--- src/rtl/imem_loader.sv ---
// Boot loader: turns a length-prefixed byte stream into 32-bit writes to the instruction RAM
// and holds the core in reset while a load is in progress.
module imem_loader #(
  parameter int unsigned DEPTH  = 64,
  parameter int unsigned ADDR_W = 6
) (
  input  logic              clk,
  input  logic              reset,
  input  logic              start,
  input  logic              in_valid,
  input  logic [7:0]        in_data,
  output logic              in_ready,
  output logic              we,
  output logic [ADDR_W-1:0] waddr,
  output logic [31:0]       wdata,
  output logic              cpu_hold,
  output logic              done,
  output logic              err
);

  typedef enum logic [2:0] {
    StIdle, StLen0, StLen1, StData, StWrite, StDone, StErr
  } state_e;

  localparam logic [15:0] DepthW = 16'(DEPTH);

  state_e            state_q, state_d;
  logic [15:0]       cnt_q, cnt_d;
  logic [15:0]       idx_q, idx_d;
  logic [1:0]        lane_q, lane_d;
  logic [31:0]       wdata_q, wdata_d;
  logic [ADDR_W-1:0] waddr_q, waddr_d;
  logic              in_ready_q, we_q, cpu_hold_q, done_q, err_q;
  logic              xfer;
  logic [15:0]       len_full;
  logic [15:0]       idx_inc;

  assign xfer     = in_valid & in_ready_q;
  assign len_full = {in_data, cnt_q[7:0]};
  assign idx_inc  = idx_q + 16'd1;

  always_comb begin
    state_d = state_q;
    cnt_d   = cnt_q;
    idx_d   = idx_q;
    lane_d  = lane_q;
    wdata_d = wdata_q;
    waddr_d = waddr_q;
    unique case (state_q)
      StIdle, StDone, StErr: begin
        if (start) begin
          state_d = StLen0;
          idx_d   = 16'd0;
          lane_d  = 2'd0;
        end
      end
      StLen0: begin
        if (xfer) begin
          cnt_d[7:0] = in_data;
          state_d    = StLen1;
        end
      end
      StLen1: begin
        if (xfer) begin
          cnt_d[15:8] = in_data;
          idx_d       = 16'd0;
          lane_d      = 2'd0;
          if (len_full == 16'd0)     state_d = StDone;
          else if (len_full > DepthW) state_d = StErr;
          else                        state_d = StData;
        end
      end
      StData: begin
        if (xfer) begin
          wdata_d[8*lane_q +: 8] = in_data;
          lane_d                 = lane_q + 2'd1;
          if (lane_q == 2'd3) begin
            state_d = StWrite;
            waddr_d = idx_q[ADDR_W-1:0];
          end
        end
      end
      StWrite: begin
        idx_d   = idx_inc;
        lane_d  = 2'd0;
        state_d = (idx_inc == cnt_q) ? StDone : StData;
      end
      default: state_d = StIdle;
    endcase
  end

  // Output flops are loaded from the next state so they switch on the same edge as the state.
  always_ff @(posedge clk) begin
    if (reset) begin
      state_q    <= StIdle;
      cnt_q      <= '0;
      idx_q      <= '0;
      lane_q     <= '0;
      wdata_q    <= '0;
      waddr_q    <= '0;
      in_ready_q <= 1'b0;
      we_q       <= 1'b0;
      cpu_hold_q <= 1'b0;
      done_q     <= 1'b0;
      err_q      <= 1'b0;
    end else begin
      state_q    <= state_d;
      cnt_q      <= cnt_d;
      idx_q      <= idx_d;
      lane_q     <= lane_d;
      wdata_q    <= wdata_d;
      waddr_q    <= waddr_d;
      in_ready_q <= (state_d == StLen0) || (state_d == StLen1) || (state_d == StData);
      we_q       <= (state_d == StWrite);
      cpu_hold_q <= (state_d != StIdle) && (state_d != StDone);
      done_q     <= (state_d == StDone);
      err_q      <= (state_d == StErr);
    end
  end

  assign in_ready = in_ready_q;
  assign we       = we_q;
  assign waddr    = waddr_q;
  assign wdata    = wdata_q;
  assign cpu_hold = cpu_hold_q;
  assign done     = done_q;
  assign err      = err_q;

endmodule

--- config.mk ---
export PLATFORM = sky130hd
export DESIGN_NAME = imem_loader
export DESIGN_NICKNAME = d
export VERILOG_FILES = /design/src/rtl/imem_loader.sv
export SDC_FILE = /design/constraint.sdc
export NUM_CORES = 1
export LEC_CHECK = 0
export BUFFER_PORTS_ARGS = -buffer_cell sky130_fd_sc_hd__buf_2
export CORE_MARGIN = 3
export CORE_UTILIZATION = 42
export CTS_CLUSTER_DIAMETER = 50
export CTS_CLUSTER_SIZE = 25
export DETAILED_ROUTE_END_ITERATION = 10
export HOLD_SLACK_MARGIN = 0.06
export PLACE_DENSITY = 0.59
export SKIP_LAST_GASP = 1
export SLEW_MARGIN = 20
export SYNTH_ARGS = -nofsm -noshare
export SYNTH_HDL_FRONTEND = slang
export SYNTH_SLANG_ARGS = --single-unit
--- constraint.sdc ---
create_clock -name clk -period 3.8 [get_ports clk]
set_clock_uncertainty 0.2 [all_clocks]
set_input_delay 0.57 -clock clk [delete_from_list [all_inputs] [get_ports clk]]
set_output_delay 0.57 -clock clk [all_outputs]
set_load 0.02 [all_outputs]
==> impl_results.html, run 1 <==
<table>
<tr><th>Metric</th><th>Value</th></tr>
<tr><th colspan="2">Run status</th></tr>
<tr><td>Status</td><td>complete, no violations</td></tr>
<tr><th colspan="2">Detailed routing</th></tr>
<tr><td>Number of vias in the routed layout</td><td>3481</td></tr>
<tr><td>First-iteration detailed-routing DRC count</td><td>142</td></tr>
<tr><td>Total wire length after detailed routing</td><td>10000 um</td></tr>
<tr><td>ANT nets after route</td><td>0</td></tr>
<tr><td>Number of iterations in the first detailed-routing pass</td><td>5</td></tr>
<tr><td>Via density per instance</td><td>5.53</td></tr>
<tr><td>DRC violation count after routing</td><td>0</td></tr>
<tr><td>Per-cell routed wire length</td><td>15.9 um</td></tr>
<tr><th colspan="2">Timing</th></tr>
<tr><td>Max-Slew Margin vs Limit</td><td>0.391</td></tr>
<tr><td>Hold violation count in the final report</td><td>0</td></tr>
<tr><td>Setup TNS</td><td>0 ns</td></tr>
<tr><td>Final Cycle Share</td><td>0.889</td></tr>
<tr><td>Number of pins with negative max-slew slack in the final report</td><td>0</td></tr>
<tr><td>Tmin final</td><td>3.38 ns</td></tr>
<tr><td>Setup-violating endpoint count in the final report</td><td>0</td></tr>
<tr><td>Actual slew at the worst max-slew pin</td><td>0.911 ns</td></tr>
<tr><td>Highest achievable clock rate</td><td>296 MHz</td></tr>
<tr><td>Setup repair after global routing missed its margin</td><td>false</td></tr>
<tr><th colspan="2">Critical path</th></tr>
<tr><td>Worst reg-to-reg path cell count</td><td>7</td></tr>
<tr><td>Capturing point of the worst reg2reg path</td><td>err$_SDFF_PP0_</td></tr>
<tr><td>Reg-to-reg slack, setup</td><td>0.42 ns</td></tr>
<tr><td>Endpoint of the worst setup timing path</td><td>err$_SDFF_PP0_</td></tr>
<tr><td>Worst-path cell with the longest stage delay</td><td>dfxtp_1</td></tr>
<tr><td>Data required time at the worst endpoint</td><td>3.87 ns</td></tr>
<tr><td>Critical path peak fanout</td><td>9</td></tr>
<tr><td>Capturing element type of the critical path</td><td>flop</td></tr>
<tr><td>Ordered cell list for the critical path</td><td>nand4_4, or4_1, xnor2_1, or4_1, or4_4, o21ba_4, nor4b_4</td></tr>
<tr><td>Launch instance of the worst register-to-register path</td><td>idx_q[5]$_SDFFE_PP0P_</td></tr>
<tr><td>CP arrival</td><td>3.45 ns</td></tr>
<tr><td>Worst Setup Path Type</td><td>flop to flop</td></tr>
<tr><td>Critical path's most frequent cell</td><td>or4_1</td></tr>
<tr><td>Critical path startpoint category</td><td>flop</td></tr>
<tr><td>Slowest stage delay, CP</td><td>0.59 ns</td></tr>
<tr><td>Crit path from</td><td>idx_q[5]$_SDFFE_PP0P_</td></tr>
<tr><th colspan="2">Cells and area</th></tr>
<tr><td>Share of final-layout standard cells stronger than drive strength 1</td><td>0.170</td></tr>
<tr><td>Number of inserted diodes</td><td>0</td></tr>
<tr><td>Finished Cell Area</td><td>0.00439 mm2</td></tr>
<tr><td>Final net count</td><td>536</td></tr>
<tr><td>Filler cells</td><td>866</td></tr>
<tr><td>Area growth from synthesis to layout</td><td>13.5%</td></tr>
<tr><th colspan="2">Yosys</th></tr>
<tr><td>Synth Net Count</td><td>496</td></tr>
<tr><td>Area share of fa/ha/maj cells after synthesis</td><td>0.0226</td></tr>
<tr><td>EDFF count, synth</td><td>0</td></tr>
<tr><td>Sequential-to-total area share from yosys stat</td><td>0.414</td></tr>
<tr><td>Synthesized-area fraction occupied by xor and xnor cells</td><td>0.0611</td></tr>
<tr><td>Number of different library cells in the post-synthesis netlist</td><td>47</td></tr>
<tr><td>Proportion of synthesized flip-flops having asynchronous set or reset</td><td>0</td></tr>
<tr><td>Number of warnings printed during yosys synthesis</td><td>0</td></tr>
<tr><td>Register bit count reported by yosys</td><td>80</td></tr>
<tr><td>Post-synthesis average cell area</td><td>8.12 um2</td></tr>
<tr><td>Compound-Gate Fraction of Synth Area</td><td>0.136</td></tr>
<tr><td>Number of instances in the synthesized netlist</td><td>477</td></tr>
<tr><td>Primary FF master, synth</td><td>dfxtp_1</td></tr>
<tr><td>Post-synthesis instance area</td><td>0.00387 mm2</td></tr>
<tr><td>Combinational family with the most area after synthesis</td><td>simple AND/OR/NAND/NOR gates</td></tr>
<tr><td>Share of cell area taken by muxes after synthesis</td><td>0.0414</td></tr>
<tr><td>Post-synthesis share of cell area spent on and, or, nand and nor gates</td><td>0.285</td></tr>
<tr><th colspan="2">Place</th></tr>
<tr><td>Placement Cell Area</td><td>0.00421 mm2</td></tr>
<tr><td>Final HPWL from detailed placement</td><td>6960 um</td></tr>
<tr><td>Final weighted congestion in routability-driven placement</td><td>0.878</td></tr>
<tr><td>Number of input and output port buffers inserted</td><td>54</td></tr>
<tr><th colspan="2">Global routing</th></tr>
<tr><td>GR met1 Demand/Resource</td><td>0.278</td></tr>
<tr><td>Met3 routing resource usage after global routing</td><td>0.0526</td></tr>
<tr><td>GRT Overall Usage</td><td>0.202</td></tr>
<tr><td>Grt peak-use layer</td><td>met2</td></tr>
<tr><td>First-pass GRT wire length</td><td>16400 um</td></tr>
<tr><td>Aggregate global routing overflow</td><td>0</td></tr>
<tr><td>Met2 usage</td><td>0.318</td></tr>
<tr><td>Number of antenna violations at the first check in global routing</td><td>0</td></tr>
<tr><td>Largest net degree at the start of global routing</td><td>46</td></tr>
<tr><td>Via count of the first global-routing pass</td><td>3164</td></tr>
<tr><th colspan="2">Floorplan</th></tr>
<tr><td>Core area</td><td>0.00885 mm2</td></tr>
<tr><td>Die Width</td><td>102 um</td></tr>
<tr><td>Starting density of the core</td><td>0.438</td></tr>
<tr><td>Cell row count</td><td>34</td></tr>
<tr><td>Die Y</td><td>102 um</td></tr>
<tr><td>Die outline area</td><td>0.0104 mm2</td></tr>
<tr><td>IO Count</td><td>55</td></tr>
<tr><th colspan="2">Worst hold path</th></tr>
<tr><td>Type of the most critical hold path</td><td>flop to flop</td></tr>
<tr><td>Depth of the worst hold-timing path</td><td>2</td></tr>
<tr><th colspan="2">Power and ir drop</th></tr>
<tr><td>Leak</td><td>1.67 nW</td></tr>
<tr><td>Total power divided by cell area</td><td>350 mW/mm2</td></tr>
<tr><td>Worst-case vdd ir drop</td><td>177 uV</td></tr>
<tr><th colspan="2">CTS</th></tr>
<tr><td>Hold buffers post-CTS</td><td>0</td></tr>
<tr><td>CTS resizes</td><td>0</td></tr>
<tr><td>CTS clock-pin slew for the worst setup and hold paths</td><td>0.09 ns</td></tr>
<tr><td>Clock Path Buffers</td><td>2</td></tr>
<tr><td>Number of buffers inserted to repair setup after CTS</td><td>0</td></tr>
<tr><td>Inserted Clock Buffers</td><td>9</td></tr>
<tr><td>Library cell used as clock root buffer</td><td>clkbuf_8</td></tr>
<tr><td>Number of sinks handled by clock tree synthesis</td><td>80</td></tr>
<tr><td>TritonCTS clock tree</td><td>yes</td></tr>
<tr><td>Number of H-tree levels</td><td>3</td></tr>
<tr><td>Source-to-sink clock delay at the later pin of the worst-skew pair</td><td>0.36 ns</td></tr>
<tr><th colspan="2">Run</th></tr>
<tr><td>Count of max-cap constraint violations</td><td>0</td></tr>
</table>
==> how the worst min path moves through the flow <==
stage / from / to / slack [ns]
2_1_floorplan: cnt_q[15]$_SDFFE_PP0P_ / cnt_q[15]$_SDFFE_PP0P_ / 0.28
3_3_place_gp: wdata[17]$_SDFFE_PP0P_ / wdata[17]$_SDFFE_PP0P_ / 0.24
3_5_place_dp: wdata[12]$_SDFFE_PP0P_ / wdata[12]$_SDFFE_PP0P_ / 0.24
4_1_cts: wdata[2]$_SDFFE_PP0P_ / wdata[2]$_SDFFE_PP0P_ / 0.25
5_1_grt: wdata[5]$_SDFFE_PP0P_ / wdata[5]$_SDFFE_PP0P_ / 0.27
6_report: wdata[10]$_SDFFE_PP0P_ / wdata[10]$_SDFFE_PP0P_ / 0.25
==> synth_stat cells (5+ instances only) <==
library cell  instances  area share
dfxtp_1              80        0.41
nor4_1                7       0.011
clkbuf_1             28       0.027
o21ai_0              16       0.021
inv_1                 7      0.0068
nand3_1              45       0.058
ha_1                  7       0.023
nor3_1               15       0.019
xnor2_1              18       0.041
a21oi_1              60       0.078
nor3b_1               7       0.014
xor2_1                9       0.020
nand2_1              64       0.062
nor2_1               43       0.042
and3_1                5      0.0081
mux2i_1              16       0.041
==> power breakdown <==
group | switching, mW | leakage (nW) | internal (mW)
sequential | 0.00995 | 0.645 | 0.844
clock | 0.324 | 0.0903 | 0.260
combinational | 0.0675 | 0.935 | 0.0327
==> worst max-delay path: cells and delay by family (launching register included) <==
| family | cells | cell delay [ns] |
|---|---|---|
| flops | 1 | 0.59 |
| xor+xnor | 1 | 0.15 |
| compound gates | 1 | 0.24 |
| simple gates | 5 | 2.11 |
==> cell type report <==
type                       instances  area, um2  area share
clock buffer                      11        141      0.0322
clock inverter                     5       38.8     0.00883
inverter                           7       26.3     0.00598
multi-input combinational        357       2120       0.482
sequential                        80       1600       0.365
tap                              108        135      0.0308
timing repair buffer              62        330      0.0752
==> per-stage QoR <==
stage	std cells	worst slack [ns]	hold slack [ns]	util	power, mW
after floorplan	477	0.633	0.281	-	0.931
after global placement	614	0.514	0.237	0.476	0.973
after detailed placement	614	0.439	0.241	0.476	0.973
after CTS	630	0.421	0.253	0.496	1.55
after global routing	630	0.285	0.274	0.496	1.60
final	630	0.420	0.251	0.496	1.54
==> cells in the final DEF (no fill, tap or decap), drive strengths merged, types with 3 or more instances in the layout <==
master	Yosys	layout
nand3	46	46
nand4	6	6
nand2	64	64
clkbuf	29	11
nor3	16	16
nor3b	7	7
a31oi	4	4
buf	4	62
o21ai	16	16
nand3b	4	4
a211oi	3	3
nor2	43	43
ha	7	7
a21oi	60	60
xnor2	18	18
dfxtp	80	80
mux2i	16	16
xor2	9	9
inv	7	9
nor4	9	9
and3	5	5
or4	4	4
==> sequential cells by signal, summed over array words and instances (netlist names) <==
register,cells
idx_q,16
err,1
state_q,3
waddr,6
cnt_q,16
done,1
lane_q,2
wdata,32
cpu_hold,1
in_ready,1
we,1
==> metal layers <==
| metal | share of wire | up-vias |
|---|---|---|
| li1 | - | 1741 |
| met1 | 0.48 | 1644 |
| met2 | 0.46 | 85 |
| met3 | 0.044 | 11 |
| met4 | 0.013 | 0 |
| met5 | 0 | - |
==> kinds of logic (layout without fill, tap and decap cells) <==
kind of cell,count (synthesis),count (layout)
compound gates,94,94
xor+xnor,27,27
simple gates,213,213
buf+inv,40,85
fa+ha+maj,7,7
mux,16,16
flops,80,80
(Power assumes the default switching activity.)
==> run 2, diff against run 1 <==
--- a/config.mk
+++ b/config.mk
@@ -8,6 +8,7 @@
 export BUFFER_PORTS_ARGS = -buffer_cell sky130_fd_sc_hd__buf_2
 export CORE_MARGIN = 3
 export CORE_UTILIZATION = 42
+export CTS_BUF_LIST = sky130_fd_sc_hd__clkbuf_8
 export CTS_CLUSTER_DIAMETER = 50
 export CTS_CLUSTER_SIZE = 25
 export DETAILED_ROUTE_END_ITERATION = 10
==> impl_results.html, run 2 (synthesized netlist as in run 1, its figures left out) <==
<table>
<tr><th>Metric</th><th>Value</th></tr>
<tr><th colspan="2">Global routing</th></tr>
<tr><td>Aggregate global routing overflow</td><td>0</td></tr>
<tr><td>Number of antenna violations at the first check in global routing</td><td>0</td></tr>
<tr><td>Via count of the first global-routing pass</td><td>3164</td></tr>
<tr><td>First-pass GRT wire length</td><td>16400 um</td></tr>
<tr><td>Largest net degree at the start of global routing</td><td>46</td></tr>
<tr><td>GRT Overall Usage</td><td>0.202</td></tr>
<tr><th colspan="2">Run</th></tr>
<tr><td>Count of max-cap constraint violations</td><td>0</td></tr>
<tr><th colspan="2">Critical path</th></tr>
<tr><td>CP arrival</td><td>3.45 ns</td></tr>
<tr><td>Critical path startpoint category</td><td>flop</td></tr>
<tr><td>Capturing element type of the critical path</td><td>flop</td></tr>
<tr><td>Reg-to-reg slack, setup</td><td>0.42 ns</td></tr>
<tr><td>Data required time at the worst endpoint</td><td>3.88 ns</td></tr>
<tr><td>Worst Setup Path Type</td><td>flop to flop</td></tr>
<tr><td>Capturing point of the worst reg2reg path</td><td>err$_SDFF_PP0_</td></tr>
<tr><td>Critical path peak fanout</td><td>9</td></tr>
<tr><td>Endpoint of the worst setup timing path</td><td>err$_SDFF_PP0_</td></tr>
<tr><td>Launch instance of the worst register-to-register path</td><td>idx_q[5]$_SDFFE_PP0P_</td></tr>
<tr><td>Crit path from</td><td>idx_q[5]$_SDFFE_PP0P_</td></tr>
<tr><td>Worst reg-to-reg path cell count</td><td>7</td></tr>
<tr><th colspan="2">Timing</th></tr>
<tr><td>Final Cycle Share</td><td>0.889</td></tr>
<tr><td>Setup-violating endpoint count in the final report</td><td>0</td></tr>
<tr><td>Number of pins with negative max-slew slack in the final report</td><td>0</td></tr>
<tr><td>Tmin final</td><td>3.38 ns</td></tr>
<tr><td>Actual slew at the worst max-slew pin</td><td>0.913 ns</td></tr>
<tr><td>Hold violation count in the final report</td><td>0</td></tr>
<tr><td>Setup repair after global routing missed its margin</td><td>false</td></tr>
<tr><td>Setup TNS</td><td>0 ns</td></tr>
<tr><td>Max-Slew Margin vs Limit</td><td>0.390</td></tr>
<tr><td>Highest achievable clock rate</td><td>296 MHz</td></tr>
<tr><th colspan="2">Floorplan</th></tr>
<tr><td>Cell row count</td><td>34</td></tr>
<tr><td>IO Count</td><td>55</td></tr>
<tr><td>Die Width</td><td>102 um</td></tr>
<tr><td>Die outline area</td><td>0.0104 mm2</td></tr>
<tr><td>Core area</td><td>0.00885 mm2</td></tr>
<tr><td>Die Y</td><td>102 um</td></tr>
<tr><td>Starting density of the core</td><td>0.438</td></tr>
<tr><th colspan="2">Detailed routing</th></tr>
<tr><td>Total wire length after detailed routing</td><td>10000 um</td></tr>
<tr><td>Number of iterations in the first detailed-routing pass</td><td>5</td></tr>
<tr><td>First-iteration detailed-routing DRC count</td><td>143</td></tr>
<tr><td>Per-cell routed wire length</td><td>15.9 um</td></tr>
<tr><td>Via density per instance</td><td>5.51</td></tr>
<tr><td>DRC violation count after routing</td><td>0</td></tr>
<tr><td>Number of vias in the routed layout</td><td>3472</td></tr>
<tr><td>ANT nets after route</td><td>0</td></tr>
<tr><th colspan="2">Power and ir drop</th></tr>
<tr><td>Clock network fraction of design power</td><td>0.379</td></tr>
<tr><td>Cell internal power dissipation</td><td>1.13 mW</td></tr>
<tr><td>Share of power burned in registers</td><td>0.556</td></tr>
<tr><td>Sw power</td><td>403 uW</td></tr>
<tr><td>Total power divided by cell area</td><td>350 mW/mm2</td></tr>
<tr><td>Worst-case vdd ir drop</td><td>177 uV</td></tr>
<tr><td>Sw frac</td><td>0.262</td></tr>
<tr><td>Power share of the combinational group</td><td>0.065</td></tr>
<tr><td>Leak</td><td>1.67 nW</td></tr>
<tr><th colspan="2">CTS</th></tr>
<tr><td>Clock Path Buffers</td><td>2</td></tr>
<tr><td>Number of sinks handled by clock tree synthesis</td><td>80</td></tr>
<tr><td>Hold buffers post-CTS</td><td>0</td></tr>
<tr><td>Number of H-tree levels</td><td>3</td></tr>
<tr><td>Source-to-sink clock delay at the later pin of the worst-skew pair</td><td>0.36 ns</td></tr>
<tr><td>Library cell used as clock root buffer</td><td>clkbuf_8</td></tr>
<tr><td>Inserted Clock Buffers</td><td>9</td></tr>
<tr><td>TritonCTS clock tree</td><td>yes</td></tr>
<tr><td>CTS clock-pin slew for the worst setup and hold paths</td><td>0.09 ns</td></tr>
<tr><td>Number of buffers inserted to repair setup after CTS</td><td>0</td></tr>
<tr><td>CTS resizes</td><td>0</td></tr>
<tr><th colspan="2">Place</th></tr>
<tr><td>Placement Cell Area</td><td>0.00421 mm2</td></tr>
<tr><td>Final weighted congestion in routability-driven placement</td><td>0.878</td></tr>
<tr><td>Final HPWL from detailed placement</td><td>6960 um</td></tr>
<tr><td>Number of input and output port buffers inserted</td><td>54</td></tr>
<tr><td>Placed insts</td><td>614</td></tr>
<tr><th colspan="2">Cells and area</th></tr>
<tr><td>Final non-filler cell total</td><td>630</td></tr>
<tr><td>Area growth from synthesis to layout</td><td>13.5%</td></tr>
<tr><td>Finished Cell Area</td><td>0.00439 mm2</td></tr>
<tr><td>Number of inserted diodes</td><td>0</td></tr>
<tr><td>Most common cell after layout, fill and taps aside</td><td>dfxtp_1</td></tr>
<tr><td>Most frequent cells in the layout</td><td>dfxtp_1, nand2_1, a21oi_1, buf_2, nand3_1</td></tr>
<tr><td>Flip-flop count of the largest register, all copies and words added</td><td>32</td></tr>
<tr><td>Final net count</td><td>536</td></tr>
<tr><td>Share of final-layout standard cells stronger than drive strength 1</td><td>0.170</td></tr>
<tr><th colspan="2">Run status</th></tr>
<tr><td>Status</td><td>complete, no violations</td></tr>
<tr><th colspan="2">Worst hold path</th></tr>
<tr><td>Type of the most critical hold path</td><td>flop to flop</td></tr>
</table>
## run 2: worst max-delay path, stage by stage, from the launching register on
cell     delay, ns
dfxtp_1       0.59
nand4_4       0.22
or4_1         0.58
xnor2_1       0.15
or4_1         0.53
or4_4         0.55
o21ba_4       0.24
nor4b_4       0.23
## run 2: cell type report
class                           instances  area [um2]
Sequential cell                        80        1600
Tap cell                              108         135
Fill cell                             866        4460
Timing Repair Buffer                   62         330
Multi-Input combinational cell        357        2120
Clock inverter                          6        42.5
Inverter                                7        26.3
Clock buffer                           10         138
## run 2: power by group through the flow
stage | logic (mW) | clock network (mW) | registers, mW
after floorplan | 0.0592 | 0 | 0.872
after global placement | 0.0994 | 0 | 0.874
after detailed placement | 0.0995 | 0 | 0.874
after CTS | 0.100 | 0.597 | 0.854
after global routing | 0.110 | 0.635 | 0.856
final | 0.0999 | 0.583 | 0.854
## run 2: how the worst min path moves through the flow
stage | slack (ns) | endpoint | start | cells past startpoint
5_1_grt | 0.27 | wdata[5]$_SDFFE_PP0P_ | wdata[5]$_SDFFE_PP0P_ | 2
6_report | 0.25 | wdata[10]$_SDFFE_PP0P_ | wdata[10]$_SDFFE_PP0P_ | 2
4_1_cts | 0.25 | wdata[2]$_SDFFE_PP0P_ | wdata[2]$_SDFFE_PP0P_ | 2
3_5_place_dp | 0.24 | wdata[12]$_SDFFE_PP0P_ | wdata[12]$_SDFFE_PP0P_ | 2
3_3_place_gp | 0.24 | wdata[17]$_SDFFE_PP0P_ | wdata[17]$_SDFFE_PP0P_ | 2
2_1_floorplan | 0.28 | cnt_q[15]$_SDFFE_PP0P_ | cnt_q[15]$_SDFFE_PP0P_ | 2
## run 2: per-stage QoR
step	hold slack [ns]	util	setup slack, ns	total power, mW
floorplan	0.281	-	0.633	0.931
global placement	0.237	0.476	0.514	0.973
detailed placement	0.241	0.476	0.439	0.973
CTS	0.253	0.496	0.421	1.55
global route	0.274	0.496	0.285	1.60
finish	0.251	0.496	0.420	1.54
## run 2: routing by layer
metal,vias up,track usage,routed length (um)
li1,1741,-,-
met1,1626,0.278,4760
met2,93,0.318,4600
met3,12,0.0526,510
met4,0,0.0474,133
met5,-,0,0
